<file path="src/rtl/lcd_bus_responder.sv">
// lcd_bus_responder: display end of the HD44780-style RS/RW/DB command bus.
// Decodes instructions/data, tracks the function-set init sequence and keeps a 2x16 DDRAM image.
module lcd_bus_responder #(
    parameter int unsigned FS_COUNT_MIN = 3,
    parameter logic [7:0]  BLANK_CHAR   = 8'h20
) (
    input  logic       clock500Hz,
    input  logic       reset,
    input  logic       en,
    input  logic       RS,
    input  logic       RW,
    input  logic [7:0] DB,
    input  logic [4:0] rd_index,
    output logic [7:0] rd_char,
    output logic [6:0] ac,
    output logic       display_on,
    output logic       cursor_on,
    output logic       blink_on,
    output logic       inc_mode,
    output logic       configured,
    output logic       char_wr,
    output logic       protocol_err
);

    localparam int unsigned FS_W = (FS_COUNT_MIN < 1) ? 1 : $clog2(FS_COUNT_MIN + 1);

    typedef enum logic {
        WAIT_FS,
        READY
    } state_t;

    state_t          state, state_next;
    logic [FS_W-1:0] fs_cnt, fs_cnt_next;
    logic [7:0]      ddram [32];
    logic [4:0]      wr_idx;

    logic [6:0] ac_next;
    logic       display_on_next, cursor_on_next, blink_on_next;
    logic       inc_mode_next, configured_next, char_wr_next, protocol_err_next;
    logic       ram_we, ram_clear;

    // ac only ever holds 0x00-0x0F or 0x40-0x4F, so the line wraps key off ac[3:0] and ac[6].
    function automatic logic [6:0] ac_step(input logic [6:0] a, input logic up);
        logic [6:0] r;
        if (up) begin
            r = (a[3:0] == 4'hF) ? {~a[6], 6'b000000} : a + 7'd1;
        end else begin
            r = (a[3:0] == 4'h0) ? {~a[6], 2'b00, 4'hF} : a - 7'd1;
        end
        return r;
    endfunction

    assign wr_idx = {ac[6], ac[3:0]};

    always_ff @(posedge clock500Hz or posedge reset) begin
        if (reset) begin
            state <= WAIT_FS;
        end else begin
            state <= state_next;
        end
    end

    always_comb begin
        state_next        = state;
        fs_cnt_next       = fs_cnt;
        ac_next           = ac;
        display_on_next   = display_on;
        cursor_on_next    = cursor_on;
        blink_on_next     = blink_on;
        inc_mode_next     = inc_mode;
        configured_next   = configured;
        protocol_err_next = protocol_err;
        char_wr_next      = 1'b0;
        ram_we            = 1'b0;
        ram_clear         = 1'b0;

        if (en) begin
            if (RW) begin
                protocol_err_next = 1'b1;
            end else if (state == WAIT_FS) begin
                if (!RS && DB[7:4] == 4'b0011) begin
                    if (32'(fs_cnt) + 32'd1 >= FS_COUNT_MIN) begin
                        fs_cnt_next     = FS_W'(FS_COUNT_MIN);
                        state_next      = READY;
                        configured_next = 1'b1;
                    end else begin
                        fs_cnt_next = fs_cnt + FS_W'(1);
                    end
                end else begin
                    protocol_err_next = 1'b1;
                end
            end else if (RS) begin
                ram_we       = 1'b1;
                char_wr_next = 1'b1;
                ac_next      = ac_step(ac, inc_mode);
            end else begin
                priority casez (DB)
                    8'b1???????: begin
                        // legal DDRAM addresses are exactly those with DB[5:4] clear
                        if (DB[5:4] == 2'b00) begin
                            ac_next = DB[6:0];
                        end else begin
                            protocol_err_next = 1'b1;
                        end
                    end
                    8'b01??????, 8'b001?????, 8'b0001????: begin
                    end
                    8'b00001???: begin
                        display_on_next = DB[2];
                        cursor_on_next  = DB[1];
                        blink_on_next   = DB[0];
                    end
                    8'b000001??: begin
                        inc_mode_next = DB[1];
                    end
                    8'b0000001?: begin
                        ac_next = '0;
                    end
                    8'b00000001: begin
                        ram_clear     = 1'b1;
                        ac_next       = '0;
                        inc_mode_next = 1'b1;
                    end
                    default: begin
                    end
                endcase
            end
        end
    end

    always_ff @(posedge clock500Hz or posedge reset) begin
        if (reset) begin
            fs_cnt       <= '0;
            ac           <= '0;
            display_on   <= 1'b0;
            cursor_on    <= 1'b0;
            blink_on     <= 1'b0;
            inc_mode     <= 1'b1;
            configured   <= 1'b0;
            char_wr      <= 1'b0;
            protocol_err <= 1'b0;
            for (int unsigned i = 0; i < 32; i++) begin
                ddram[i] <= BLANK_CHAR;
            end
        end else begin
            fs_cnt       <= fs_cnt_next;
            ac           <= ac_next;
            display_on   <= display_on_next;
            cursor_on    <= cursor_on_next;
            blink_on     <= blink_on_next;
            inc_mode     <= inc_mode_next;
            configured   <= configured_next;
            char_wr      <= char_wr_next;
            protocol_err <= protocol_err_next;
            if (ram_clear) begin
                for (int unsigned i = 0; i < 32; i++) begin
                    ddram[i] <= BLANK_CHAR;
                end
            end else if (ram_we) begin
                ddram[wr_idx] <= DB;
            end
        end
    end

    always_comb begin
        rd_char = ddram[rd_index];
    end

    ac_legal: assert property (@(posedge clock500Hz) disable iff (reset) ac[5:4] == 2'b00);

endmodule

</file>
<file path="config.mk">
export PLATFORM = sky130hd
export DESIGN_NAME = lcd_bus_responder
export DESIGN_NICKNAME = d
export VERILOG_FILES = /design/src/rtl/lcd_bus_responder.sv
export SDC_FILE = /design/constraint.sdc
export NUM_CORES = 1
export LEC_CHECK = 0
export ABC_AREA = 1
export BUFFER_PORTS_ARGS = -buffer_cell sky130_fd_sc_hd__buf_4
export CORE_AREA = 10 10 172 190
export CTS_CLUSTER_DIAMETER = 30
export DETAILED_ROUTE_END_ITERATION = 7
export DIE_AREA = 0 0 182 200
export GPL_ROUTABILITY_DRIVEN = 0
export PLACE_DENSITY = 0.66
export SKIP_CTS_REPAIR_TIMING = 1
export SYNTH_ARGS = -nofsm -noshare
export SYNTH_HDL_FRONTEND = slang
export SYNTH_SLANG_ARGS = --single-unit
</file>
<file path="constraint.sdc">
create_clock -name clock500Hz -period 9.35 [get_ports clock500Hz]
set_input_delay 0.935 -clock clock500Hz [delete_from_list [all_inputs] [get_ports clock500Hz]]
set_output_delay 0.935 -clock clock500Hz [all_outputs]
set_load 0.005 [all_outputs]
</file>
==> impl_metrics.env, run 1 <==
export IMPL_vias_per_cell=5.73
export IMPL_grt_pass1_vias=12300
export IMPL_cts_tree="done"
export IMPL_fmax_ghz=0.203
export IMPL_grt_usage_pct=23.0
export IMPL_grt_pass1_wl_microns=68100
export IMPL_wl_met2_microns=19100
export IMPL_worst_setup_path_start_kind="input port"
export IMPL_crit_path_top_delay_cell="clkinv_2"
export IMPL_path_buf_inv=4
export IMPL_synthArstFlopShare_pct=100
export IMPL_die_width_microns=182
export IMPL_synth_top_area_share_pct=42.3
export IMPL_path_class="in -> out"
export IMPL_core_sq_um=28500
export IMPL_synth_warning_count=0
export IMPL_route_vias_total=12600
export IMPL_path_common_cell="nand2_1"
export IMPL_synth_edf_count=0
export IMPL_seqPwrFrac_pct=36.4
export IMPL_start_util_pct=49.7
export IMPL_port_buffers=39
export IMPL_synth_area_leaders="dfrtp_1, nand2_1, nand3_1"
export IMPL_drc=0
export IMPL_drt_iter0_markers=1301
export IMPL_switching_share_pct=28.9
export IMPL_diodes=0
export IMPL_period_minus_slack_ns=4.94
export IMPL_synthesis_area_sq_um=14200
export IMPL_critPathTopFamily="buffers and inverters"
export IMPL_dp_hpwl_microns=23900
export IMPL_crit_fanout=91
export IMPL_hp_class="reg -> reg"
export IMPL_grt_overflow_total=0
export IMPL_synth_commonest_cells="nand2_1, nand3_1, dfrtp_1"
export IMPL_drive_gt1_share_pct=14.2
export IMPL_dr_pass1_iters=8
export IMPL_drt_met1_wl_microns=18600
export IMPL_p_comb_share_pct=16.9
export IMPL_p_leak_nw=7.89
export IMPL_syn_inst=1806
export IMPL_wl_microns=42000
export IMPL_path_cells="buf_4 > clkinv_2 > buf_4 > nand2_1 > nand3_1 > nand3_1 > nand2_1 > nand2_1 > nand2_1 > nand2_1 > nand2_1 > buf_4"
export IMPL_finalHoldViolations=0
export IMPL_clk_pin_slew_ns=0.05
export IMPL_die_area_sq_um=36400
export IMPL_clock_path_buffers=3
export IMPL_antenna_found_initial=0
export IMPL_worst_pin_slew_ns=1.13
export IMPL_synth_seq_cells=273
export IMPL_power_density_nw_per_um2=297
export IMPL_drv_cap=0
export IMPL_postSynthAreaPerCell_sq_um=7.85
export IMPL_cp_required_ns=8.42
export IMPL_drv_slew=0
export IMPL_synth_flop_cell="dfrtp_1"
export IMPL_nets=1803
export IMPL_skew_ns=0.0140
export IMPL_cts_htree_levels=2
export IMPL_p_switching_mw=1.41
export IMPL_internal_power_mw=3.48
export IMPL_critPathMaxStageDelay_ns=0.70
export IMPL_avgRoutedWirePerCell_microns=19.1
export IMPL_yosysMostFrequentCell="nand2_1"
export IMPL_final_core_util_pct=57.6
export IMPL_insertion_delay_ns=0.57
export IMPL_synth_seq_area_share_pct=48.5
export IMPL_ir_worst_vdd_mv=0.161
export IMPL_netlist_top_cell_by_area="dfrtp_1"
export IMPL_status="finished clean"
export IMPL_post_route_period_util_pct=52.8
export IMPL_root_buffer="clkbuf_16"
export IMPL_rows=65
export IMPL_max_slew_margin_pct=24.9
export IMPL_tns_ns=0
export IMPL_die_y_microns=200
export IMPL_area_growth_pct=16.0
export IMPL_setup_violations=0
export IMPL_pin_count=40
export IMPL_ys_types=38
export IMPL_ant_nets=0
export IMPL_cts_sinks=273
export IMPL_grt_max_degree=160
export IMPL_pwr_share_clk_pct=46.7
export IMPL_arrival_ns=4.00
export IMPL_synth_nets=1829
export IMPL_dr_wl_met3_microns=3060
export IMPL_rsz0062_at_grt="no"
export IMPL_highest_layer="met4"
export IMPL_end_kind="output pin"
export IMPL_cts_made_buffers=59
==> metrics by stage <==
step | total power, mW | instance area, sq um | cells | hold slack (ns) | setup WS [ns]
finish | 4.89 | 16500 | 2198 | 0.466 | 4.41
CTS | 4.91 | 16500 | 2198 | 0.466 | 4.49
detailed placement | 2.61 | 14200 | 2087 | 0.452 | 4.50
global route | 5.15 | 16500 | 2198 | 0.497 | 4.19
global placement | 2.58 | 14200 | 2087 | 0.445 | 4.49
floorplan | 2.38 | 14200 | 1806 | 0.442 | 0.946
==> sequential cells by signal (all words and copies together) (netlist names) <==
| signal | count |
|---|---|
| configured | 1 |
| protocol_err | 1 |
| ac | 7 |
| fs_cnt | 2 |
| inc_mode | 1 |
| state | 1 |
| blink_on | 1 |
| display_on | 1 |
| cursor_on | 1 |
| ddram | 256 |
| char_wr | 1 |
==> power groups by stage <==
stage	registers [mW]	logic (mW)	clock network [mW]
floorplan	1.72	0.661	0
global placement	1.78	0.801	0
detailed placement	1.78	0.824	0
CTS	1.78	0.830	2.31
global route	1.83	0.958	2.36
finish	1.78	0.826	2.29
==> final cells by class <==
cell class                      count  area [sq um]
Tap cell                          368           460
Clock buffer                       71          1620
Sequential cell                   273          6870
Timing Repair Buffer               48           373
Fill cell                        2560         12100
Clock inverter                     40           578
Multi-Input combinational cell   1313          6210
Inverter                           85           335
==> layout by cell type, fill, tap and decap left out, types with 2 or more instances in the layout <==
cell type / count
nand2_1: 492
nand3_1: 279
dfrtp_1: 240
a21oi_1: 148
o21ai_0: 133
o21ai_1: 89
nor2_1: 79
clkbuf_16: 61
inv_1: 53
buf_4: 47
dfstp_2: 33
o211ai_1: 28
inv_2: 19
bufinv_16: 12
clkinv_4: 11
nand2_2: 10
clkinv_2: 10
nor2_2: 8
clkinvlp_4: 7
clkinv_1: 6
nand2_4: 6
o211ai_2: 6
nand3_2: 6
o22ai_1: 6
clkbuf_8: 6
ha_1: 5
inv_6: 5
clkbuf_1: 4
nand4_1: 3
nor2_8: 2
nand3_4: 2
nor3_2: 2
nor2_4: 2
nand3b_1: 2
==> cells by family after synthesis <==
group / synth area share [%]
simple gates: 27.7
fa+ha+maj: 0.441
xor+xnor: 0.124
compound gates: 15.5
flops: 48.5
buf+inv: 7.82
==> metal layers <==
metal | vias to the layer above | track usage (%)
li1 | 6022 | -
met1 | 6026 | 31.0
met2 | 469 | 35.8
met3 | 85 | 4.48
met4 | 0 | 9.23
met5 | - | 0
==> path summary, 6_finish.rpt <==
| check | start | slack [ns] | cells after the start | endpoint |
|---|---|---|---|---|
| min | configured | 0.47 | 1 | configured |
| max | rd_index[0] | 4.41 | 12 | rd_char[4] |
| max in group asynchronous | reset | 7.46 | 3 | ddram[92] |
| min reg2reg | configured | 0.47 | 1 | configured |
| min in group asynchronous | reset | 0.50 | 2 | char_wr |
| max reg2reg | state | 6.57 | 8 | ddram[132] |
==> worst register-to-register path: cells and delay by family, from the launching register on <==
family                 cells  cell delay [ns]
buffers and inverters      3             1.35
AND/OR/NAND/NOR            4             0.75
flip-flops                 1             0.41
AO/OA/AOI/OAI              1             0.21
No activity file was read; power rests on OpenSTA's default activity.
==> run 2, diff against run 1 <==
- clock period: 9.35 -> 5.1 ns (I/O delays scaled with it)
==> run 2 against run 1 <==
Total power increased by 95%. Sequential power grew 83%. Worst setup slack got worse by 2.5 ns. Routed wire length down 0.33%. Global-route usage down 0.28 points. Design area is 3.1% higher. Clock power is 110% higher. Die area did not move. Flip-flop and latch count is the same. Critical endpoint is now rd_char[0]. Largest power group unchanged.
==> impl_metrics.env, run 2 (same netlist as run 1, synthesis figures left out) <==
export IMPL_reg2regPathDepth=8
export IMPL_end_kind="output pin"
export IMPL_avgRoutedWirePerCell_microns=18.8
export IMPL_fin_area_sq_um=17000
export IMPL_cp_required_ns=4.59
export IMPL_vias_per_cell=5.75
export IMPL_hp_class="in -> reg"
export IMPL_grt_usage_pct=22.7
export IMPL_final_core_util_pct=59.4
export IMPL_root_buffer="clkbuf_16"
export IMPL_skew_ns=0.0172
export IMPL_r2r_start="state"
export IMPL_final_cell_mix="nand2_1, nand3_1, dfrtp_1"
export IMPL_ant_nets=0
export IMPL_p_leak_nw=8.14
export IMPL_cts_made_buffers=69
export IMPL_path_buf_inv=4
export IMPL_largest_register="ddram"
export IMPL_finalHoldViolations=0
export IMPL_placed_cells=2100
export IMPL_grt_pass1_wl_microns=67800
export IMPL_pin_count=40
export IMPL_start_util_pct=49.7
export IMPL_worst_pin_slew_ns=1.22
export IMPL_drc=0
export IMPL_r2r_slack_ns=2.60
export IMPL_port_buffers=39
export IMPL_dr_pass1_iters=6
export IMPL_die_width_microns=182
export IMPL_power_density_nw_per_um2=563
export IMPL_tns_ns=0
export IMPL_grt_max_degree=109
export IMPL_cts_sinks=273
export IMPL_cts_tree="done"
export IMPL_min_delay_start="en"
export IMPL_diodes=0
export IMPL_nFillCells=2544
export IMPL_die_area_sq_um=36400
export IMPL_startpoint="rd_index[2]"
export IMPL_reg_top3="ddram: 256 flops, ac: 7 flops, fs_cnt: 2 flops"
export IMPL_instances_no_fill=2229
export IMPL_status="finished clean"
export IMPL_multi_input_area_sq_um=6210
export IMPL_ir_worst_vdd_mv=0.340
export IMPL_rsz0062_at_grt="no"
export IMPL_path_common_cell="nand2_1"
export IMPL_cts_htree_levels=3
export IMPL_core_sq_um=28500
export IMPL_setup_violations=0
export IMPL_area_growth_pct=19.6
export IMPL_dp_hpwl_microns=24700
export IMPL_grt_overflow_total=0
export IMPL_fmax_ghz=0.310
export IMPL_critPathTopFamily="buffers and inverters"
export IMPL_post_route_period_util_pct=63.3
export IMPL_nets=1827
export IMPL_drt_iter0_markers=1287
export IMPL_crit_path_top_delay_cell="inv_1"
export IMPL_cp_depth=10
export IMPL_path_cells="buf_4 > inv_1 > buf_4 > nand3_1 > nand2_1 > nand2_1 > nand2_1 > nand2_1 > nand2_1 > buf_4"
export IMPL_r2r_end="ddram[132]"
export IMPL_critPathMaxStageDelay_ns=0.95
export IMPL_wl_microns=41900
export IMPL_grt_pass1_vias=12500
export IMPL_regArea_sq_um=6870
export IMPL_arrival_ns=2.72
export IMPL_final_common_cell="nand2_1"
export IMPL_crit_fanout=33
export IMPL_placed_cell_area_sq_um=14400
export IMPL_die_y_microns=200
export IMPL_path_class="in -> out"
export IMPL_clock_path_buffers=3
export IMPL_insertion_delay_ns=0.55
export IMPL_worst_setup_path_start_kind="input port"
export IMPL_whs_ns=0.238
export IMPL_max_slew_margin_pct=18.3
export IMPL_cp_endpoint="rd_char[0]"
export IMPL_period_minus_slack_ns=3.23
export IMPL_drv_slew=0
export IMPL_clk_pin_slew_ns=0.04
export IMPL_largest_reg_flops=256
export IMPL_route_vias_total=12800
export IMPL_drive_gt1_share_pct=15.2
export IMPL_antenna_found_initial=0
export IMPL_rows=65
export IMPL_drv_cap=0
run 2: cell type report:
class	instances	area share [%]
sequential	273	40.5
multi-input combinational	1313	36.6
clock buffer	94	11.6
clock inverter	34	3.50
timing repair buffer	62	3.05
tap	368	2.72
inverter	85	1.96
run 2: worst min-delay path by stage:
stage,end,slack (ns),cells after the start
after floorplan,fs_cnt[1],0.44,2
after global placement,configured,0.44,1
after detailed placement,configured,0.45,1
after CTS,ddram[242],-0.12,2
after global routing,ddram[27],0.26,3
final,state,0.24,3
run 2: metal layers:
metal,track usage [%],wire length (microns)
met1,29.9,18000
met2,36.6,19700
met3,4.07,2880
met4,9.23,1270
met5,0,0
run 2: where the power goes:
part	total [mW]	internal [mW]	leakage, nW	switching, mW
logic	1.55	0.630	3.39	0.922
registers	3.25	2.88	3.52	0.373
clock network	4.75	3.37	1.24	1.37
total	9.55	6.88	8.14	2.67
run 2: through the flow:
stage	power, mW	worst slack [ns]
after floorplan	4.37	1.01
after global placement	4.74	1.79
after detailed placement	4.80	1.80
after CTS	9.59	1.94
after global routing	10.0	1.83
final	9.55	1.87
run 2: tightest hold or removal path, cell delays in order:
cell,delay [ns]
buf_4,0.11
nand3_1,0.08
nand2_1,0.05
==> run 3, diff against run 2 <==
- clock period: 5.1 -> 3.3 ns (I/O delays scaled with it)
==> run 3 against run 2 <==
Critical path depth down 1. Global-route usage down 0.62 points. Largest power group unchanged. Count of clock-buffer cells in the layout down 22. Clock power up 15%. Design area down 3.8%.
==> impl_metrics.env, run 3 (same netlist as run 1, synthesis figures left out) <==
export IMPL_status="finished clean"
export IMPL_core_sq_um=28500
export IMPL_avgRoutedWirePerCell_microns=18.3
export IMPL_fin_area_sq_um=16300
export IMPL_dp_hpwl_microns=24200
export IMPL_crit_path_top_delay_cell="nor2_2"
export IMPL_end_kind="flip-flop"
export IMPL_worst_pin_slew_ns=1.10
export IMPL_largest_register="ddram"
export IMPL_fmax_ghz=0.420
export IMPL_critPathMaxStageDelay_ns=0.48
export IMPL_grt_usage_pct=22.1
export IMPL_clk_pin_slew_ns=0.05
export IMPL_crit_fanout=13
export IMPL_r2r_start="ac[0]"
export IMPL_startpoint="ac[0]"
export IMPL_finalHoldViolations=0
export IMPL_area_growth_pct=15.0
export IMPL_hp_class="in -> reg"
export IMPL_placed_cells=2102
export IMPL_skew_ns=0.0263
export IMPL_antenna_found_initial=0
export IMPL_nets=1815
export IMPL_cts_tree="done"
export IMPL_dr_pass1_iters=7
export IMPL_grt_overflow_total=0
export IMPL_final_cell_mix="nand2_1, nand3_1, dfrtp_1"
export IMPL_rows=65
export IMPL_ant_nets=0
export IMPL_worst_setup_path_start_kind="flip-flop"
export IMPL_power_density_nw_per_um2=789
export IMPL_path_common_cell="inv_1"
export IMPL_root_buffer="clkbuf_16"
export IMPL_diodes=0
export IMPL_route_vias_total=12600
export IMPL_path_class="reg -> reg"
export IMPL_min_delay_start="en"
export IMPL_setup_violations=0
export IMPL_ir_worst_vdd_mv=0.422
export IMPL_period_minus_slack_ns=2.38
export IMPL_max_slew_margin_pct=27.0
export IMPL_p_leak_nw=7.84
export IMPL_nFillCells=2554
export IMPL_drv_cap=0
export IMPL_critPathTopFamily="simple AND/OR/NAND/NOR gates"
export IMPL_die_width_microns=182
export IMPL_tns_ns=0
export IMPL_pin_count=40
export IMPL_grt_max_degree=136
export IMPL_arrival_ns=2.83
export IMPL_path_cells="inv_1 > ha_1 > nand2_1 > nor2_2 > inv_1 > nand2_1 > o21ai_0 > o21ai_0 > inv_1"
export IMPL_drive_gt1_share_pct=14.3
export IMPL_drv_slew=0
export IMPL_clock_path_buffers=3
export IMPL_post_route_period_util_pct=72.2
export IMPL_largest_reg_flops=256
export IMPL_cp_required_ns=3.75
export IMPL_drc=0
export IMPL_start_util_pct=49.7
export IMPL_drt_iter0_markers=1189
export IMPL_grt_pass1_vias=12100
export IMPL_port_buffers=39
export IMPL_reg_top3="ddram: 256 flops, ac: 7 flops, fs_cnt: 2 flops"
export IMPL_cts_htree_levels=2
export IMPL_rsz0062_at_grt="no"
export IMPL_cts_made_buffers=55
export IMPL_wl_microns=40300
export IMPL_placed_cell_area_sq_um=14400
export IMPL_die_y_microns=200
export IMPL_die_area_sq_um=36400
export IMPL_path_buf_inv=3
export IMPL_instances_no_fill=2205
export IMPL_grt_pass1_wl_microns=66300
export IMPL_final_common_cell="nand2_1"
export IMPL_vias_per_cell=5.73
export IMPL_insertion_delay_ns=0.58
export IMPL_cts_sinks=273
run 3: cell types whose count changed in the layout (fill, tap and decap cells not counted), sizes merged:
cell	previous run	this run
buf	61	63
bufinv	13	4
clkbuf	94	72
clkinv	24	26
clkinvlp	6	7
inv	76	78
run 3: metal layers:
metal	vias to the layer above	global-route usage, %	share of wire, %
met3	72	3.78	6.0
li1	6033	-	-
met2	419	35.7	46
met5	-	0	0
met1	6104	29.7	45
met4	0	7.51	2.6
run 3: metrics by stage:
| stage | power, mW | worst slack, ns | utilization (%) | hold slack, ns |
|---|---|---|---|---|
| floorplan | 6.75 | -0.612 | - | 0.442 |
| global placement | 7.33 | 0.710 | 50.6 | 0.456 |
| detailed placement | 7.43 | 0.657 | 50.6 | 0.456 |
| CTS | 12.9 | 0.925 | 57.1 | -0.0839 |
| global route | 13.6 | 0.683 | 57.2 | 0.0502 |
| finish | 12.9 | 0.918 | 57.2 | 0.0454 |
run 3: report_power, final:
group	internal, mW	switching, mW
registers	4.45	0.575
logic	0.985	1.40
clock network	3.60	1.87
total	9.03	3.84
run 3: layout make-up:
cell class	instances	area, sq um	share of cell area (%)
Sequential cell	273	6870	42.1
Multi-Input combinational cell	1313	6210	38.1
Clock buffer	72	1540	9.44
Timing Repair Buffer	64	583	3.57
Tap cell	368	460	2.82
Inverter	85	332	2.03
Clock inverter	30	318	1.95
run 3: path summary, 6_finish.rpt:
path,to,slack (ns),cells past startpoint
min in group asynchronous,ddram[207],0.47,3
max in group asynchronous,ddram[21],1.94,4
worst min register to register,configured,0.47,1
worst min-delay path,state,0.05,3
worst max-delay path,ddram[220],0.92,9
worst max register to register,ddram[220],0.92,9
run 3: worst register-to-register path, stage by stage, from the launching register on:
cell     delay [ns]
dfrtp_1        0.46
inv_1          0.22
ha_1           0.46
nand2_1        0.15
nor2_2         0.48
inv_1          0.16
nand2_1        0.10
o21ai_0        0.10
o21ai_0        0.10
inv_1          0.06
